$ cat src/rtl/fifo_uart_drain.sv
// fifo_uart_drain: drains 16-bit words from the hit FIFO and sends each over 8N1 UART, high byte first
// Ports: clk100/rst (async, active-high) | RD_EMPTY, RD_VALID, OTUBE from the FIFO read side |
//        RD_EN one-cycle read pulse | TX serial line (idle high) | BUSY not-idle flag |
//        WORD_COUNT words fully sent (wraps) | UNDERRUN sticky read-timeout flag
module fifo_uart_drain #(
  parameter int BAUD_DIV = 868,
  parameter int VALID_TIMEOUT = 8
) (
  input  logic        clk100,
  input  logic        rst,
  input  logic        RD_EMPTY,
  input  logic        RD_VALID,
  input  logic [15:0] OTUBE,
  output logic        RD_EN,
  output logic        TX,
  output logic        BUSY,
  output logic [15:0] WORD_COUNT,
  output logic        UNDERRUN
);
  typedef enum logic [2:0] {IDLE, REQ, WAIT_VALID, SEND_HI, SEND_LO} state_t;
  state_t state, nxt;
  logic [15:0] baud, hold, tmo;
  logic [3:0] bit_idx;
  logic [9:0] frame;
  logic sending, bit_end, frame_end, timeout;
  // frame bit 0 is the start bit, 1..8 data LSB first, 9 the stop bit
  always_comb begin
    sending = state == SEND_HI || state == SEND_LO;
    bit_end = baud == 16'(BAUD_DIV - 1);
    frame_end = bit_end && bit_idx == 4'd9;
    timeout = tmo == 16'(VALID_TIMEOUT - 1);
    frame = {1'b1, state == SEND_HI ? hold[15:8] : hold[7:0], 1'b0};
    RD_EN = state == REQ;
    BUSY = state != IDLE;
    TX = sending ? frame[bit_idx] : 1'b1;
    nxt = state;
    case (state)
      IDLE:       nxt = RD_EMPTY ? IDLE : REQ;
      REQ:        nxt = WAIT_VALID;
      WAIT_VALID: nxt = RD_VALID ? SEND_HI : timeout ? IDLE : WAIT_VALID;
      SEND_HI:    nxt = frame_end ? SEND_LO : SEND_HI;
      SEND_LO:    nxt = frame_end ? IDLE : SEND_LO;
      default:    nxt = IDLE;
    endcase
  end
  always_ff @(posedge clk100 or posedge rst)
    if (rst) state <= IDLE;
    else state <= nxt;
  // baud and bit index sit at zero outside the send states, so every frame starts from a clean reload
  always_ff @(posedge clk100 or posedge rst) begin
    if (rst) begin
      baud <= '0;
      bit_idx <= '0;
      hold <= '0;
      tmo <= '0;
      WORD_COUNT <= '0;
      UNDERRUN <= 1'b0;
    end else begin
      tmo <= state == WAIT_VALID ? tmo + 16'd1 : 16'd0;
      baud <= sending && !bit_end ? baud + 16'd1 : 16'd0;
      bit_idx <= !sending ? 4'd0 : !bit_end ? bit_idx : frame_end ? 4'd0 : bit_idx + 4'd1;
      if (state == WAIT_VALID && RD_VALID) hold <= OTUBE;
      if (state == SEND_LO && frame_end) WORD_COUNT <= WORD_COUNT + 16'd1;
      if (state == WAIT_VALID && !RD_VALID && timeout) UNDERRUN <= 1'b1;
    end
  end
endmodule

$ cat config.mk
export PLATFORM = sky130hd
export DESIGN_NAME = fifo_uart_drain
export DESIGN_NICKNAME = d
export VERILOG_FILES = /design/src/rtl/fifo_uart_drain.sv
export SDC_FILE = /design/constraint.sdc
export NUM_CORES = 1
export LEC_CHECK = 0
export CAP_MARGIN = 20
export CORE_ASPECT_RATIO = 1.2
export CORE_MARGIN = 1
export CORE_UTILIZATION = 51
export CTS_CLUSTER_SIZE = 20
export DETAILED_ROUTE_END_ITERATION = 16
export GPL_ROUTABILITY_DRIVEN = 0
export PLACE_DENSITY = 0.74
export SYNTH_ARGS = -nofsm -noshare
export SYNTH_HDL_FRONTEND = slang
export SYNTH_SLANG_ARGS = --single-unit
$ cat constraint.sdc
create_clock -name clk100 -period 3 [get_ports clk100]
set_input_delay 0.75 -clock clk100 [delete_from_list [all_inputs] [get_ports clk100]]
set_output_delay 0.75 -clock clk100 [all_outputs]
set_load 0.05 [all_outputs]
==> results by group <==
Clock network
  – TritonCTS Buffers: 9
  – Post-cts gate resize count: 0
  – Clk_lat worst skew: approximately 340 ps
  – Clk buf depth: 2
  – H-tree depth: 3
  – Clk root buf: clkbuf_8
  – Hold-fix buffers at CTS: 0
  – Worst-path clk slew: about 70 ps
  – Sink Count: slightly above 70
  – CTS tree: done
  – Post-CTS Setup Bufs: 0

Synth
  – Mapped Nets: around 340
  – Synthesized area: between 3000 and 4000 um^2
  – Gate Count Post-Synth: between 300 and 400
  – Yosys reg bits: 72
  – Count of cell types in the netlist: 45
  – Post-synth top cells: 72 x dfrtp_1, 50 x nor2_1, 21 x xor2_1
  – Synth Flop Type: dfrtp_1
  – Sequential-to-total area share from yosys stat: approximately half
  – Area fraction of the dominant cell type after synthesis: approximately 52%
  – Post-Syn Area per Cell: 10.9 um^2
  – Asr flop ratio synth: 100%
  – Post-synth EDFFs: 0
  – Leading area contributor after synthesis: dfrtp_1
  – Most numerous cell in the Yosys netlist: dfrtp_1
  – Area contributors post-synth: dfrtp_1 52%, nor2_1 5.4%, xor2_1 5.3%
  – Warnings from Yosys: 0

Floorplanning
  – # rows: 32
  – Starting Density: a little over half
  – Chip height: 92.5 um
  – Die area: 7160 um^2
  – Die width: around 77 um
  – Core footprint: roughly 6500 um^2
  – IO Pins: 40

Final layout
  – Nets: 386
  – Final Cell Area: ~4100 um^2
  – Area grow syn2layout: 18.9%
  – Antenna cells: 0
  – Share of cells above drive strength 1: between 10 and 15%

Power and ir drop
  – Leak: ~1.8 nW
  – Peak supply drop: about 0.44 mV
  – PwrDens: around 620 nW/um^2
  – Power, Total: ~2.6 mW

Global routing
  – Initial antenna violation count: 0
  – Grt ovf: 0
  – Total track usage: between 10% and 20%
  – Global-route wire length before repair: 11000 um
  – Largest net degree at the start of global routing: 73
  – Vias in the first global route: 2533

Placed design
  – Placed Area: approximately 3900 um^2
  – Pre-CTS setup slack: about 520 ps
  – I/O Buffers: 39
  – DP HPWL: around 4300 um

Routing
  – Avg WL per Cell: 13.4 um
  – # DRC: 0
  – 1st-iter DRT viols: 114
  – Via-to-Cell Ratio: ~5.3
  – Vias: around 2.4k
  – Final wirelength: 6020 um
  – Drt pass-1 iters: 4
  – ANT nets after route: 0

STA
  – Fin. Hold Viols: 0
  – Fin. max-slew vios: 0
  – Setup ws final: roughly 130 ps
  – Worst rel slew slack: between 50% and 60%
  – Final setup TNS: 0 ps
  – Actual slew at the worst max-slew pin: between 600 and 700 ps
  – Unrepaired setup endpoints after global routing: false
  – Fmax: between 300 and 400 MHz
  – Final setup viols: 0
  – Minimum clock period: 2870 ps
  – Period utilization: between 90% and 100%
  – Layout Skew: between 9 and 10 ps

Worst hold path
  – Worst hold path type: flop to flop

Run status
  – Status: complete, no violations

Setup path
  – Worst endpoint required time: 2250 ps
  – Worst Path Max Fanout: 7
  – Critical path arrival: between 2000 and 2500 ps
  – Critical path launch point type: flop
  – Critical path class: flop to output port
  – Crit path capture type: output port

Run
  – Max cap viols: 0
[report_power, final]
part	internal, mW	total (mW)	switching (mW)
clock network	0.398	0.741	0.343
registers	1.12	1.23	0.104
logic	0.271	0.596	0.325
[critical path: stages, from the launching register on]
cell      delay [ps]
dfrtp_1          420
nand3b_1         300
mux2i_1          180
nor3b_1          190
a21oi_1           70
o31ai_1          340
buf_4            270
[cell type report]
cell class | count | area [um^2]
clock buffer | 11 | 141
clock inverter | 4 | 45.0
fill | 523 | 2390
inverter | 8 | 30.0
multi-input combinational | 228 | 1590
sequential | 72 | 1800
tap | 85 | 106
timing repair buffer | 42 | 423
[state kept, by name, summed over array words and instances, names as in the netlist]
signal,count
state,3
baud,16
UNDERRUN,1
tmo,16
WORD_COUNT,16
hold,16
bit_idx,4
[cells in the final DEF, fill, tap and decap left out, types with 5 or more instances in the layout]
cell | netlist | layout
dfrtp_1 | 72 | 72
nor2_1 | 50 | 50
clkdlybuf4s50_1 | 0 | 38
xor2_1 | 21 | 21
xnor2_1 | 20 | 20
nand2_1 | 17 | 17
mux2_2 | 16 | 16
nand3_1 | 15 | 15
clkbuf_8 | 0 | 10
a21oi_1 | 9 | 9
inv_1 | 8 | 7
nand4_1 | 7 | 7
and3_1 | 7 | 7
and4_1 | 7 | 7
or3_1 | 5 | 5
ha_1 | 5 | 5
[kinds of logic after synthesis]
logic type      synth area share, %
fa+ha+maj                      1.80
mux                            7.66
xor+xnor                       10.8
buf+inv                        2.55
simple gates                   21.9
flops                          51.8
compound gates                 3.53
[routing by layer]
metal | vias to the layer above | wire length [um] | global-route usage (%)
met1 | 1175 | 2790 | 23.7
met4 | 0 | 159 | 11.8
met5 | - | 0 | 0
met3 | 14 | 112 | 2.96
met2 | 29 | 2950 | 32.4
li1 | 1182 | - | -
[final timing paths]
kind	startpoint	to	slack, ps	cells after the start
max in group asynchronous	rst	baud[3]$_DFF_PP0_	1910	3
worst min register to register	tmo[0]$_DFF_PP0_	tmo[0]$_DFF_PP0_	460	1
min in group asynchronous	rst	tmo[4]$_DFF_PP0_	810	3
worst max register to register	baud[0]$_DFF_PP0_	WORD_COUNT[11]$_DFFE_PP0P_	610	6
worst max-delay path	state[2]$_DFF_PP0_	TX	130	6
worst min-delay path	tmo[0]$_DFF_PP0_	tmo[0]$_DFF_PP0_	460	1
[metrics by stage]
step                instances  hold WS [ps]  util (%)
global placement          435           440      60.5
floorplan                 319           425         -
finish                    450           460      63.4
global route              450           482      63.4
CTS                       450           466      63.4
detailed placement        435           457      60.5
Note: power is estimated with default switching activity, not from simulation.
